[src/rtl/serial_sub_pkg.sv]
// -----------------------------------------------------------------------------
// serial_sub_pkg
//   Shared types and constants for the bit-serial subtractor.
//   - state_t   : controller states (IDLE, SHIFT)
//   - MAX_WIDTH : largest supported operand width
//   - cnt_w()   : bit-counter width for a given operand width
// -----------------------------------------------------------------------------
package serial_sub_pkg;

  typedef enum logic {
    IDLE  = 1'b0,
    SHIFT = 1'b1
  } state_t;

  localparam int MAX_WIDTH = 32;

  // Counter only has to reach WIDTH-1; widths below 2 are rejected by the top,
  // the floor of 1 just keeps the vector legal.
  function automatic int cnt_w(input int width);
    return (width > 1) ? $clog2(width) : 1;
  endfunction

endpackage

[src/rtl/serial_sub_half_sub.sv]
// -----------------------------------------------------------------------------
// half_sub
//   One-bit half subtractor, x - y.
//   Ports:
//     x  : minuend bit
//     y  : subtrahend bit
//     d  : difference bit  (x ^ y)
//     bo : borrow out      (~x & y)
//   Two of these plus an OR make a full-subtract bit.
// -----------------------------------------------------------------------------
module half_sub (
  input  logic x,
  input  logic y,
  output logic d,
  output logic bo
);

  assign d  = x ^ y;
  assign bo = ~x & y;

endmodule

[src/rtl/serial_sub.sv]
// -----------------------------------------------------------------------------
// serial_sub
//   Bit-serial unsigned subtractor: diff = a - b mod 2^WIDTH, one bit per clock,
//   LSB first, with a start/busy/done handshake. Result appears WIDTH cycles
//   after the accepting edge and is held until the next accepted start.
//
//   Parameters:
//     WIDTH  : operand/result width, 2..MAX_WIDTH
//
//   Ports:
//     clk    : clock, rising edge
//     rst_n  : asynchronous active-low reset
//     strt   : start request, only looked at in IDLE
//     a, b   : minuend / subtrahend, captured on the accepting edge
//     diff   : result, valid from done onward
//     borrow : final borrow (a < b), valid like diff
//     busy   : high while bits are being shifted
//     done   : one-cycle pulse when the result becomes valid
//
//   Build option:
//     SERIAL_SUB_SAT_EN : saturating mode; a result with final borrow reads as
//                         zero on diff (borrow still reported). Timing is the
//                         same in both builds.
// -----------------------------------------------------------------------------
module serial_sub
  import serial_sub_pkg::*;
#(
  parameter int WIDTH = 8
) (
  input  logic             clk,
  input  logic             rst_n,
  input  logic             strt,
  input  logic [WIDTH-1:0] a,
  input  logic [WIDTH-1:0] b,
  output logic [WIDTH-1:0] diff,
  output logic             borrow,
  output logic             busy,
  output logic             done
);

  localparam int             CW   = cnt_w(WIDTH);
  localparam logic [CW-1:0]  LAST = CW'(WIDTH - 1);

  if (WIDTH < 2 || WIDTH > MAX_WIDTH) begin : g_bad_width
    $error("serial_sub: WIDTH %0d outside 2..%0d", WIDTH, MAX_WIDTH);
  end

  // ---------------------------------------------------------------------------
  // State
  // ---------------------------------------------------------------------------
  state_t           state, state_nxt;
  logic [WIDTH-1:0] a_shft, b_shft, diff_shft;
  logic [CW-1:0]    cnt;
  logic             bin;      // running borrow; doubles as the borrow output
  logic             done_q;

  // FSM decode
  logic             load, step, fin, last;

  // Full-subtract bit
  logic             abit, bbit, d1, bo1, dbit, bo2, bout;

  assign last = (cnt == LAST);

  // ---------------------------------------------------------------------------
  // FSM: state register
  // ---------------------------------------------------------------------------
  always_ff @(posedge clk or negedge rst_n) begin
    if (!rst_n) state <= IDLE;
    else        state <= state_nxt;
  end

  // ---------------------------------------------------------------------------
  // FSM: next state
  // ---------------------------------------------------------------------------
  always_comb begin
    state_nxt = state;
    case (state)
      IDLE:    if (strt) state_nxt = SHIFT;
      SHIFT:   if (last) state_nxt = IDLE;
      default: state_nxt = IDLE;
    endcase
  end

  // ---------------------------------------------------------------------------
  // FSM: outputs / datapath controls
  //   load : accept operands (IDLE with strt)
  //   step : process one bit
  //   fin  : this step is the final bit; done fires next cycle
  // ---------------------------------------------------------------------------
  always_comb begin
    load = 1'b0;
    step = 1'b0;
    fin  = 1'b0;
    case (state)
      IDLE:  load = strt;
      SHIFT: begin
        step = 1'b1;
        fin  = last;
      end
      default: ;
    endcase
  end

  // ---------------------------------------------------------------------------
  // Full-subtract bit from two half subtractors:
  //   first stage a - b, second stage subtracts the incoming borrow.
  //   At most one stage can borrow, so OR is the full borrow.
  // ---------------------------------------------------------------------------
  assign abit = a_shft[0];
  assign bbit = b_shft[0];

  half_sub u_hs0 (
    .x  (abit),
    .y  (bbit),
    .d  (d1),
    .bo (bo1)
  );

  half_sub u_hs1 (
    .x  (d1),
    .y  (bin),
    .d  (dbit),
    .bo (bo2)
  );

  assign bout = bo1 | bo2;

  // ---------------------------------------------------------------------------
  // Datapath registers
  //   diff_shft fills from the MSB so that after WIDTH steps bit 0 of the
  //   result has walked down to bit 0.
  // ---------------------------------------------------------------------------
  always_ff @(posedge clk or negedge rst_n) begin
    if (!rst_n) begin
      a_shft    <= '0;
      b_shft    <= '0;
      diff_shft <= '0;
      bin       <= 1'b0;
      cnt       <= '0;
    end else if (load) begin
      a_shft    <= a;
      b_shft    <= b;
      diff_shft <= '0;
      bin       <= 1'b0;
      cnt       <= '0;
    end else if (step) begin
      a_shft    <= a_shft >> 1;
      b_shft    <= b_shft >> 1;
      diff_shft <= {dbit, diff_shft[WIDTH-1:1]};
      bin       <= bout;
      cnt       <= cnt + CW'(1);
    end
  end

  // done is a pure one-cycle echo of the final step
  always_ff @(posedge clk or negedge rst_n) begin
    if (!rst_n) done_q <= 1'b0;
    else        done_q <= fin;
  end

  // ---------------------------------------------------------------------------
  // Outputs (all derived from flops only)
  // ---------------------------------------------------------------------------
  assign busy   = (state == SHIFT);
  assign done   = done_q;
  assign borrow = bin;

`ifdef SERIAL_SUB_SAT_EN
  // Only mask once back in IDLE: mid-shift the running borrow is not final.
  assign diff = (bin && state == IDLE) ? '0 : diff_shft;
`else
  assign diff = diff_shft;
`endif

endmodule
[config.mk]
export PLATFORM = sky130hd
export DESIGN_NAME = serial_sub
export DESIGN_NICKNAME = d
export VERILOG_FILES = /design/src/rtl/serial_sub_pkg.sv /design/src/rtl/serial_sub_half_sub.sv /design/src/rtl/serial_sub.sv
export SDC_FILE = /design/constraint.sdc
export NUM_CORES = 1
export LEC_CHECK = 0
export CORE_MARGIN = 4
export CORE_UTILIZATION = 40
export DETAILED_ROUTE_END_ITERATION = 8
export HOLD_SLACK_MARGIN = 0.15
export PLACE_DENSITY = 0.66
export SYNTH_ARGS = -nofsm -noshare
export SYNTH_HDL_FRONTEND = slang
export SYNTH_SLANG_ARGS = --single-unit
[constraint.sdc]
create_clock -name clk -period 2.1 [get_ports clk]
set_input_delay 0.42 -clock clk [delete_from_list [all_inputs] [get_ports clk]]
set_output_delay 0.42 -clock clk [all_outputs]
set_load 0.02 [all_outputs]
* After elaboration in Yosys (flattened, before gate mapping)
Cells that the tools add are included.
** Storage, ports and cells
- Flip-flop bits (word level) :: 30
- Bits of input ports :: 19
- Logic and storage cells :: 34
** Operators by class
- Add/subtract/negate cells :: 1
- Eq/ne operators :: 1
- Mux-type cells :: 16
- Bitwise gates (word level) :: 8
- Reductions and logical operators :: 1
** Operators by type and width (number)
- $mux 8 :: 6
- $mux 1 :: 7
- $mux 3 :: 2
- $add 3x1->3 const B :: 1
- $eq 3x3->1 const B :: 1
- $not 1->1 :: 3
- $and 1x1->1 :: 2
- $pmux 1 s2 :: 1
- $reduce_bool 2->1 :: 1
- $xor 1x1->1 :: 2
- $or 1x1->1 :: 1

* Depth between registers and ports, before layout
- Depth in word-level cells :: 6
- Depth in mapped cells :: 4
- Gate-level depth less buffers :: 4

* Hierarchy
A second synthesis with hierarchy kept.
** Unflattened totals
- Cells, all modules :: 109
- Area total of the unflattened synthesis :: 1310.0 µm²
** By module, submodules not included
- serial_sub :: instances 1, cells an instance 103, area an instance 1270.0 µm², seq. area each 750.7 µm²
- half_sub :: instances 2, cells an instance 3, area an instance 20.0 µm², seq. area each 0.0 µm²

* Worst setup path before layout
No wires, ideal clock.
- Path type :: flip-flop to flip-flop
- Start point :: register bin (netlist: borrow)
- End point :: register diff_shft[7] (netlist: diff[7])
- Setup time :: 0.121 ns
- Arrival :: 1.246 ns
- Data required time :: 1.979 ns
- Setup slack :: 0.733 ns
- Stages on the path, launching flop included :: 4
- Buffers on the path :: 0
- Clock period less this slack :: 1.367 ns
- Cell sequence :: dfrtp_1 fa_1 inv_1 a22o_1
** On the way
- Word-level cells in the longest chain between the ends :: 3
** RTL lines
- start, declared :: RTL line serial_sub.sv:54 : logic bin;
- start signal, assigned :: RTL line serial_sub.sv:151 : bin <= bout;
- $xor 1x1->1 :: RTL line serial_sub_half_sub.sv:18 : assign d = x ^ y;
- $mux 8 :: RTL line serial_sub.sv:147 : end else if (step) begin
- $mux 8 :: RTL line serial_sub.sv:141 : end else if (load) begin
- end signal, assigned :: RTL line serial_sub.sv:150 : diff_shft <= {dbit, diff_shft[WIDTH-1:1]};
- end, declared :: RTL line serial_sub.sv:52 : logic [WIDTH-1:0] a_shft, b_shft, diff_shft;
Every way passes these cells. The select of a mux whose other input is x is not followed.
A chain may end at the register's enable or synchronous reset.

* Worst setup path in the final report
- Start point :: register bin (netlist: borrow)
- End point :: output borrow
** RTL lines
- end, declared :: RTL line serial_sub.sv:36 : output logic borrow,
No word-level cell between the ends.

==> flow_summary_export.csv <==
group,metric,value,unit
run_status,outcome,"complete, no violations",
setup_path,r2r-end,"cnt[0]",
setup_path,cp_max_fo,3,
sta,worst_pin_slew,0.437,ns
floorplan,initial_core_util,42.2,%
placement,pre_cts_slack,0.385,ns
layout,num-fill-cells,282,
sta,rsz0062_at_grt,"no",
sta,drv_slew,0,
placement,io_buffers,29,
setup_path,critPathSlowestCell,"clkdlybuf4s50_1",
drt,ant_nets,0,
logic_synthesis,yosysSeqAreaShare,57.9,%
sta,hold_viol_final,0,
clock_network,clock_sinks,30,
setup_path,required,1.68,ns
placement,dp_hpwl,1.54,mm
setup_path,reg2reg_slack,0.77,ns
logic_synthesis,syn_area_per_cell,12.0,um2
setup_path,cp-endpoint,"borrow",
layout,syn_to_final_growth,27.8,%
floorplan,die_h,65.0,um
setup_path,worstSetupPathType,"reg2out",
flow_run,drv_cap,0,
pwr,p_leak,0.000762,uW
clock_network,h-tree-depth,2,
drt,drt_first_pass_iters,3,
logic_synthesis,synth_nets,130,
sta,setup_ws,0.308,ns
sta,slew_headroom,70.9,%
layout,final_nets,161,
sta,finalCritPeriodShare,85.3,%
setup_path,slowest_delay,0.64,ns
floorplan,dieWidth,65.0,um
clock_network,clockBufferDepth,2,
clock_network,cts-hold-fix-buffers,0,
clock_network,path_clk_slew,0.09,ns
grt,antenna_found_initial,0,
setup_path,crit_path_end_kind,"output pin",
layout,antenna_cells,0,
logic_synthesis,ys_types,18,
layout,utilization,53.9,%
pwr,finalPower,2190,uW
grt,gr-total-overflow,0,
logic_synthesis,syn_area,0.00130,mm2
drt,routed_wl,2.41,mm
grt,grt_pass1_wl,4.21,mm
placement,place.gp.congestion,0.681,
grt,grt_pass1_vias,953,
drt,drc,0,
setup_path,startpoint,"borrow",
logic_synthesis,yosysWarnings,0,
logic_synthesis,synth_cells,108,
setup_path,cp.arrival,1.37,ns
placement,dpl_cell_area,0.00160,mm2
sta,finClkSkew,0.00958,ns
layout,drive_gt1_share,8.57,%
sta,setup_viol,0,
clock_network,post-cts-setup-buffers,0,
setup_path,critical_path_buf_inv_count,1,
layout,fin_area,0.00166,mm2
grt,grt_use_total,13.2,%
floorplan,design.die.area,0.00422,mm2
drt,vias,882,
sta,tns,0,ns
floorplan,ios,30,
setup_path,crit_family,"buffers and inverters",
clock_network,clkLatencyLatePin,0.33,ns
drt,viasPerCell,4.79,
clock_network,post_cts_resized,0,
clock_network,cts_tree,"yes",
clock_network,cts_root_buffer,"clkbuf_4",
min_path,hold_path_class,"in2async",
drt,drtIter0Drc,23,
logic_synthesis,ys_ff_latch,30,
setup_path,cp_num_cells,1,
grt,grt_max_degree,47,
clock_network,numCtsBuffers,5,
setup_path,setup.worst_path.start_class,"register",
setup_path,timing.rr.start,"busy",
sta,finalCriticalPeriod,1.79,ns
drt,wl_per_cell,13.1,um
floorplan,core_area,0.00308,mm2
sta,fmax,0.558,GHz
setup_path,r2r_cells,3,
pwr,power-per-cell-area,1320,mW/mm2
floorplan,fp-row-count,20,
setup_path,crit_chain,"clkdlybuf4s50_1",
pwr,vdd_drop_max,622,uV
==> sequential cells by signal, indices dropped and copies added (netlist names) <==
name    count
a_shft      8
b_shft      8
borrow      1
busy        1
cnt         3
diff        8
done        1
==> where the power goes <==
part,total (uW),switching (uW),internal [uW]
Sequential,953,143,810
Combinational,882,443,439
Clock,353,191,162
==> worst register-to-register path, cell delays in order, from the launching register on <==
cell,delay (ns)
dfrtp_1,0.38
buf_4,0.26
nor2_2,0.40
mux2_2,0.23
==> final cells by class <==
| class | count | area [um2] | area share (%) |
|---|---|---|---|
| repair buffers | 32 | 313 | 18.9 |
| inverters | 2 | 7.51 | 0.453 |
| flip-flops and latches | 30 | 751 | 45.3 |
| clock buffers | 7 | 55.1 | 3.32 |
| well taps | 44 | 55.1 | 3.32 |
| multi-input cells | 68 | 472 | 28.5 |
| clock inverters | 1 | 5.00 | 0.302 |
==> layout by cell type (no fill, tap or decap) <==
master,synthesis,final
clkbuf_1,0,1
buf_4,0,3
mux2_2,1,1
mux2i_1,16,16
o21ai_0,8,8
o21ai_1,8,8
dfrtp_1,30,30
clkbuf_4,0,5
nand2b_1,2,2
clkbuf_8,0,1
clkinv_2,0,1
clkdlybuf4s50_1,0,29
inv_1,2,2
a22o_1,9,9
nor2_2,1,1
and2_1,1,1
ha_1,2,2
nor2_1,3,3
fa_1,1,1
nand2_1,16,16
==> kinds of logic after synthesis <==
group           synth area share, %
compound gates                 12.2
fa+ha+maj                      3.47
buf+inv                        5.79
flops                          57.9
mux                            13.2
simple gates                   7.43
==> stage by stage <==
stage	hold slack, ns	std cells
final	0.477	184
after global routing	0.502	184
after CTS	0.480	184
after detailed placement	0.476	176
after global placement	0.462	176
after floorplan	0.124	108
==> cells in the mapped netlist <==
master / instances / area [um2]
o21ai_0: 8 / 40.0
mux2i_1: 16 / 160
fa_1: 1 / 20.0
clkbuf_2: 1 / 5.00
buf_6: 2 / 22.5
a22o_1: 9 / 78.8
and2_1: 1 / 6.26
o21ai_1: 8 / 40.0
nand2b_1: 2 / 12.5
buf_2: 4 / 20.0
ha_1: 2 / 25.0
nand2_1: 16 / 60.1
dfrtp_1: 30 / 751
inv_1: 2 / 7.51
buf_12: 1 / 20.0
mux2_2: 1 / 11.3
nor2_1: 3 / 11.3
nor2_2: 1 / 6.26
==> routing by layer <==
metal	vias up	part of all wire, %	GRT usage [%]
li1	432	-	-
met1	419	45	16.8
met2	23	46	19.7
met3	8	7.2	5.37
met4	0	1.9	5.54
met5	-	0	0
==> worst min-delay path by stage <==
stage	to	slack, ns	cells after the start
2_1_floorplan	a_shft[0]	0.12	0
3_3_place_gp	a_shft[6]	0.46	2
3_5_place_dp	b_shft[1]	0.48	2
4_1_cts	a_shft[3]	0.48	2
5_1_grt	b_shft[2]	0.50	2
6_report	a_shft[3]	0.48	2
No activity file was read; power rests on OpenSTA's default activity.
